**src/rtl/alu_ctrl_issue.sv**
```systemverilog
// ALU control issue stage: decodes aluop/funct into the ALU function code and
// hands it to EX through a 2-entry skid buffer with fully registered valid/ready.
module alu_ctrl_issue #(
  parameter int TAG_W = 5,
  parameter int CNT_W = 8
) (
  input  logic             clk,
  input  logic             reset,
  input  logic             flush,
  input  logic             in_valid,
  output logic             in_ready,
  input  logic [1:0]       aluop,
  input  logic [5:0]       funct,
  input  logic [TAG_W-1:0] in_tag,
  output logic             out_valid,
  input  logic             out_ready,
  output logic [2:0]       alucontrol,
  output logic             illegal,
  output logic [TAG_W-1:0] out_tag,
  output logic [CNT_W-1:0] illegal_cnt,
  output logic [1:0]       state_dbg
);

  // Handshake: a transfer happens on a rising edge where valid and ready are
  // both 1; the producer holds payload stable while valid=1 and ready=0.
  typedef enum logic [1:0] {EMPTY = 2'd0, ONE = 2'd1, TWO = 2'd2} state_e;

  state_e             state_q;
  logic               in_ready_q;
  logic               out_valid_q;
  logic [2:0]         main_code_q;
  logic               main_ill_q;
  logic [TAG_W-1:0]   main_tag_q;
  logic [2:0]         skid_code_q;
  logic               skid_ill_q;
  logic [TAG_W-1:0]   skid_tag_q;
  logic [CNT_W-1:0]   illegal_cnt_q;

  logic [2:0]         dec_code;
  logic               dec_ill;
  logic               push;
  logic               pop;

  always_comb begin
    dec_code = 3'b010;
    dec_ill  = 1'b0;
    case (aluop)
      2'b00: dec_code = 3'b010;
      2'b01: dec_code = 3'b110;
      2'b11: dec_code = 3'b001;
      default: begin
        case (funct)
          6'b100000: dec_code = 3'b010;
          6'b100010: dec_code = 3'b110;
          6'b100100: dec_code = 3'b000;
          6'b100101: dec_code = 3'b001;
          6'b101010: dec_code = 3'b111;
          default: begin
            dec_code = 3'b010;
            dec_ill  = 1'b1;
          end
        endcase
      end
    endcase
  end

  assign push = in_valid & in_ready_q;
  assign pop  = out_valid_q & out_ready;

  always_ff @(posedge clk or posedge reset) begin
    if (reset) begin
      state_q       <= EMPTY;
      in_ready_q    <= 1'b1;
      out_valid_q   <= 1'b0;
      main_code_q   <= 3'b000;
      main_ill_q    <= 1'b0;
      main_tag_q    <= '0;
      skid_code_q   <= 3'b000;
      skid_ill_q    <= 1'b0;
      skid_tag_q    <= '0;
      illegal_cnt_q <= '0;
    end else if (flush) begin
      // Flush wins over push and pop; the counter keeps its history.
      state_q     <= EMPTY;
      in_ready_q  <= 1'b1;
      out_valid_q <= 1'b0;
    end else begin
      if (pop && main_ill_q && (illegal_cnt_q != {CNT_W{1'b1}}))
        illegal_cnt_q <= illegal_cnt_q + CNT_W'(1);
      case (state_q)
        EMPTY: begin
          if (push) begin
            main_code_q <= dec_code;
            main_ill_q  <= dec_ill;
            main_tag_q  <= in_tag;
            state_q     <= ONE;
            out_valid_q <= 1'b1;
          end
        end
        ONE: begin
          if (push && pop) begin
            main_code_q <= dec_code;
            main_ill_q  <= dec_ill;
            main_tag_q  <= in_tag;
          end else if (push) begin
            skid_code_q <= dec_code;
            skid_ill_q  <= dec_ill;
            skid_tag_q  <= in_tag;
            state_q     <= TWO;
            in_ready_q  <= 1'b0;
          end else if (pop) begin
            state_q     <= EMPTY;
            out_valid_q <= 1'b0;
          end
        end
        TWO: begin
          if (pop) begin
            main_code_q <= skid_code_q;
            main_ill_q  <= skid_ill_q;
            main_tag_q  <= skid_tag_q;
            state_q     <= ONE;
            in_ready_q  <= 1'b1;
          end
        end
        default: begin
          state_q     <= EMPTY;
          in_ready_q  <= 1'b1;
          out_valid_q <= 1'b0;
        end
      endcase
    end
  end

  assign in_ready    = in_ready_q;
  assign out_valid   = out_valid_q;
  assign alucontrol  = main_code_q;
  assign illegal     = main_ill_q;
  assign out_tag     = main_tag_q;
  assign illegal_cnt = illegal_cnt_q;
  assign state_dbg   = state_q;

endmodule

```
**config.mk**
```make
export PLATFORM = sky130hd
export DESIGN_NAME = alu_ctrl_issue
export DESIGN_NICKNAME = d
export VERILOG_FILES = /design/src/rtl/alu_ctrl_issue.sv
export SDC_FILE = /design/constraint.sdc
export NUM_CORES = 1
export LEC_CHECK = 0
export BUFFER_PORTS_ARGS = -buffer_cell sky130_fd_sc_hd__buf_2
export CORE_MARGIN = 5
export CORE_UTILIZATION = 41
export CTS_BUF_LIST = sky130_fd_sc_hd__clkbuf_8
export CTS_CLUSTER_SIZE = 20
export DETAILED_ROUTE_END_ITERATION = 6
export GPL_TIMING_DRIVEN = 0
export PLACE_DENSITY = 0.63
export SKIP_CTS_REPAIR_TIMING = 1
export SLEW_MARGIN = 0
export SYNTH_ARGS = -nofsm -noshare
export SYNTH_HDL_FRONTEND = slang
export SYNTH_SLANG_ARGS = --single-unit
```
**constraint.sdc**
```tcl
create_clock -name clk -period 2.65 [get_ports clk]
set_input_delay 0.3975 -clock clk [delete_from_list [all_inputs] [get_ports clk]]
set_output_delay 0.3975 -clock clk [all_outputs]
set_load 0.05 [all_outputs]
```
==> flow_summary.toml <==
[floorplan]
core_um2 = 3630
dieArea_um2 = 5010
die_h_um = 70.8
pin_count = 39
rows = 22
start_util = 0.417
die_x_um = 70.8

[yosys]
yosysWarnings = 0
synthDistinctLibCells = 44
synth_seq_cells = 30
synth_area_leaders = "dfrtp_1 48%, mux2_2 6.7%, nand2_1 5.2%, a31oi_1 2.9%, xnor2_1 2.9%"
yosysSeqAreaShare = 0.496
synth_top_flop_cell = "dfrtp_1"
synth_cells = 140
async_flop_share = 1.00
syn_nets = 159
synth-edff-count = 0
syn_avg_cell_area_um2 = 10.8
syn_area_um2 = 1520
yosysTopAreaCellShare = 0.479
netlist.top_cell.by_area = "dfrtp_1"

[hold_path]
hold_path_class = "input port to register"

[sta]
finalCritPeriodShare = 0.642
hold_slack_ns = 0.371
layout_min_cycle_time_ns = 1.70
setup_ws_ns = 0.948
rsz0062_at_grt = "false"
setup_viol = 0
fmax_mhz = 587
clock-skew-final_ns = 0.00493
timing.setup.tns_ns = 0
worstMarginPinSlew_ns = 1.13
hold_violations = 0
final-max-slew-violation-count = 0
maxSlewHeadroom = 0.243

[clocking]
htreeDepth = 2
cts_tree = "built"
clkTransAtPathRegs_ns = 0.06
clock_latency_ns = 0.28
cts_root_buf = "clkbuf_8"
cts-buffers-inserted = 5
cts.path.max_buffers = 2
clock_sinks = 30

[finish]
n_antenna_cell = 0
fin_cells = 234
drive_gt1_frac = 0.366
fill_cells = 354
final_nets = 204
area_growth_pct = 21.8

[detailed_routing]
antenna_left = 0
drt-initial-drc-count = 33
drtPass1Iterations = 4
wire_per_inst_um = 13.7
drt-total-wl_mm = 3.22
drc = 0
via_per_inst = 5.23
via_count = 1223

[grt]
grt_max_degree = 31
grt-ovfl-total = 0
antenna_found_initial = 0
grt_pass1_wl_mm = 5.50
grt_pass1_vias = 1227
gr-usage-all-layers = 0.138

[power]
totalPowerFinal_uw = 1770
p_switching_uw = 763
pwr-share-clk = 0.186
power_leakage_uw = 0.000874
max-vdd-ir-drop_v = 0.000516
internal_power_uw = 1010
comb_power_share = 0.402
swShare = 0.430
p_seq_frac = 0.412
power_density_nw_per_um2 = 961

[critical_path]
start_kind = "register"
arrival_ns = 1.88
criticalPathCategory = "register to register"
critPathRequiredTime_ns = 2.82
cp_max_fo = 10
cp-end-kind = "register"

[placement]
pre_cts_ws_ns = 0.940
gp_congestion = 0.821
port_buffers = 38
dp.cells = 226
hpwl_mm = 2.33

[flow_run]
max-cap-violations = 0

[status]
status = "finished, final reports clean"
sequential cells by signal, summed over array words and instances, names as in the netlist:
name and flops:
alucontrol 3, illegal 1, out_tag 5, skid_ill_q 1, illegal_cnt 8, skid_code_q 3
skid_tag_q 5, in_ready 1, out_valid 1, state_dbg 2
cells by family after synthesis:
kind of cell,count (synthesis),share of synthesized area
AO/OA/AOI/OAI,30,0.157
XOR/XNOR,7,0.0404
adder cells (fa/ha/maj),1,0.00825
buffers and inverters,8,0.0305
flip-flops,30,0.496
multiplexers,10,0.0734
AND/OR/NAND/NOR,54,0.195
per-stage QoR:
step                      utilization  cell area (um2)
after floorplan                     -             1520
after global routing            0.508             1850
after detailed placement        0.486             1770
after CTS                       0.508             1850
final                           0.508             1850
after global placement          0.486             1770
layout by cell type (no fill, tap or decap), types with 2 or more instances in the layout:
| master | Yosys | final |
|---|---|---|
| buf_2 | 1 | 39 |
| inv_1 | 3 | 6 |
| o21ai_0 | 6 | 6 |
| nand4b_1 | 2 | 2 |
| nand4_1 | 4 | 4 |
| a31oi_1 | 7 | 7 |
| nor2_2 | 4 | 4 |
| dfrtp_1 | 29 | 29 |
| a21oi_1 | 4 | 4 |
| nor2_1 | 5 | 5 |
| nand2b_1 | 2 | 2 |
| xnor2_1 | 5 | 5 |
| nor2b_1 | 2 | 2 |
| mux2_2 | 9 | 9 |
| xor2_1 | 2 | 2 |
| nand2_1 | 21 | 21 |
| buf_6 | 2 | 2 |
| and3_1 | 3 | 3 |
| or2_2 | 2 | 2 |
| nand3b_1 | 2 | 2 |
| o2bb2ai_1 | 2 | 2 |
| clkbuf_8 | 0 | 5 |
routing by layer:
layer,part of all wire,up-vias,track usage
met4,0.012,0,0.0501
met5,0,-,0
met3,0.061,4,0.0497
met2,0.49,29,0.236
met1,0.43,594,0.157
li1,-,596,-
synthesized netlist by cell type (3+ instances only):
cell type / number
and3_1: 3
a31oi_1: 7
nor2_1: 5
xnor2_1: 5
inv_1: 3
mux2_2: 9
o21ai_0: 6
nand2_1: 21
dfrtp_1: 29
a21oi_1: 4
nor2_2: 4
nand4_1: 4
area by class of cell:
cell class	count	area, um2	share of cell area
plain buffers	4	31.3	0.0169
well taps	48	60.1	0.0325
flip-flops and latches	30	752	0.407
clock inverters	3	11.3	0.00610
multi-input cells	102	718	0.389
inverters	4	15.0	0.00813
clock buffers	5	68.8	0.0373
repair buffers	38	190	0.103
power groups by stage:
stage	sequential, uW	clock [uW]	combinational, uW
floorplan	1030	0	245
global placement	725	0	708
detailed placement	736	0	719
CTS	730	338	722
global route	752	357	761
finish	730	331	713
worst max-delay path: stages, from the launching register on:
cell and delay [ns]:
dfrtp_1 0.46, nand2b_1 0.19, buf_6 0.15, o32ai_4 0.40
inv_2 0.12, o41ai_2 0.28
final timing paths:
path	startpoint	endpoint	slack [ns]	cells after the start
worst max-delay path	state_dbg[0]	alucontrol[0]	0.95	5
worst min-delay path	in_tag[1]	skid_tag_q[1]	0.37	2
worst max register to register	state_dbg[0]	alucontrol[0]	0.95	5
worst min register to register	alucontrol[1]	alucontrol[1]	0.48	1
max in group asynchronous	reset	state_dbg[0]	1.56	2
min in group asynchronous	reset	illegal_cnt[0]	0.40	2
Power figures use the tool's default switching activity.
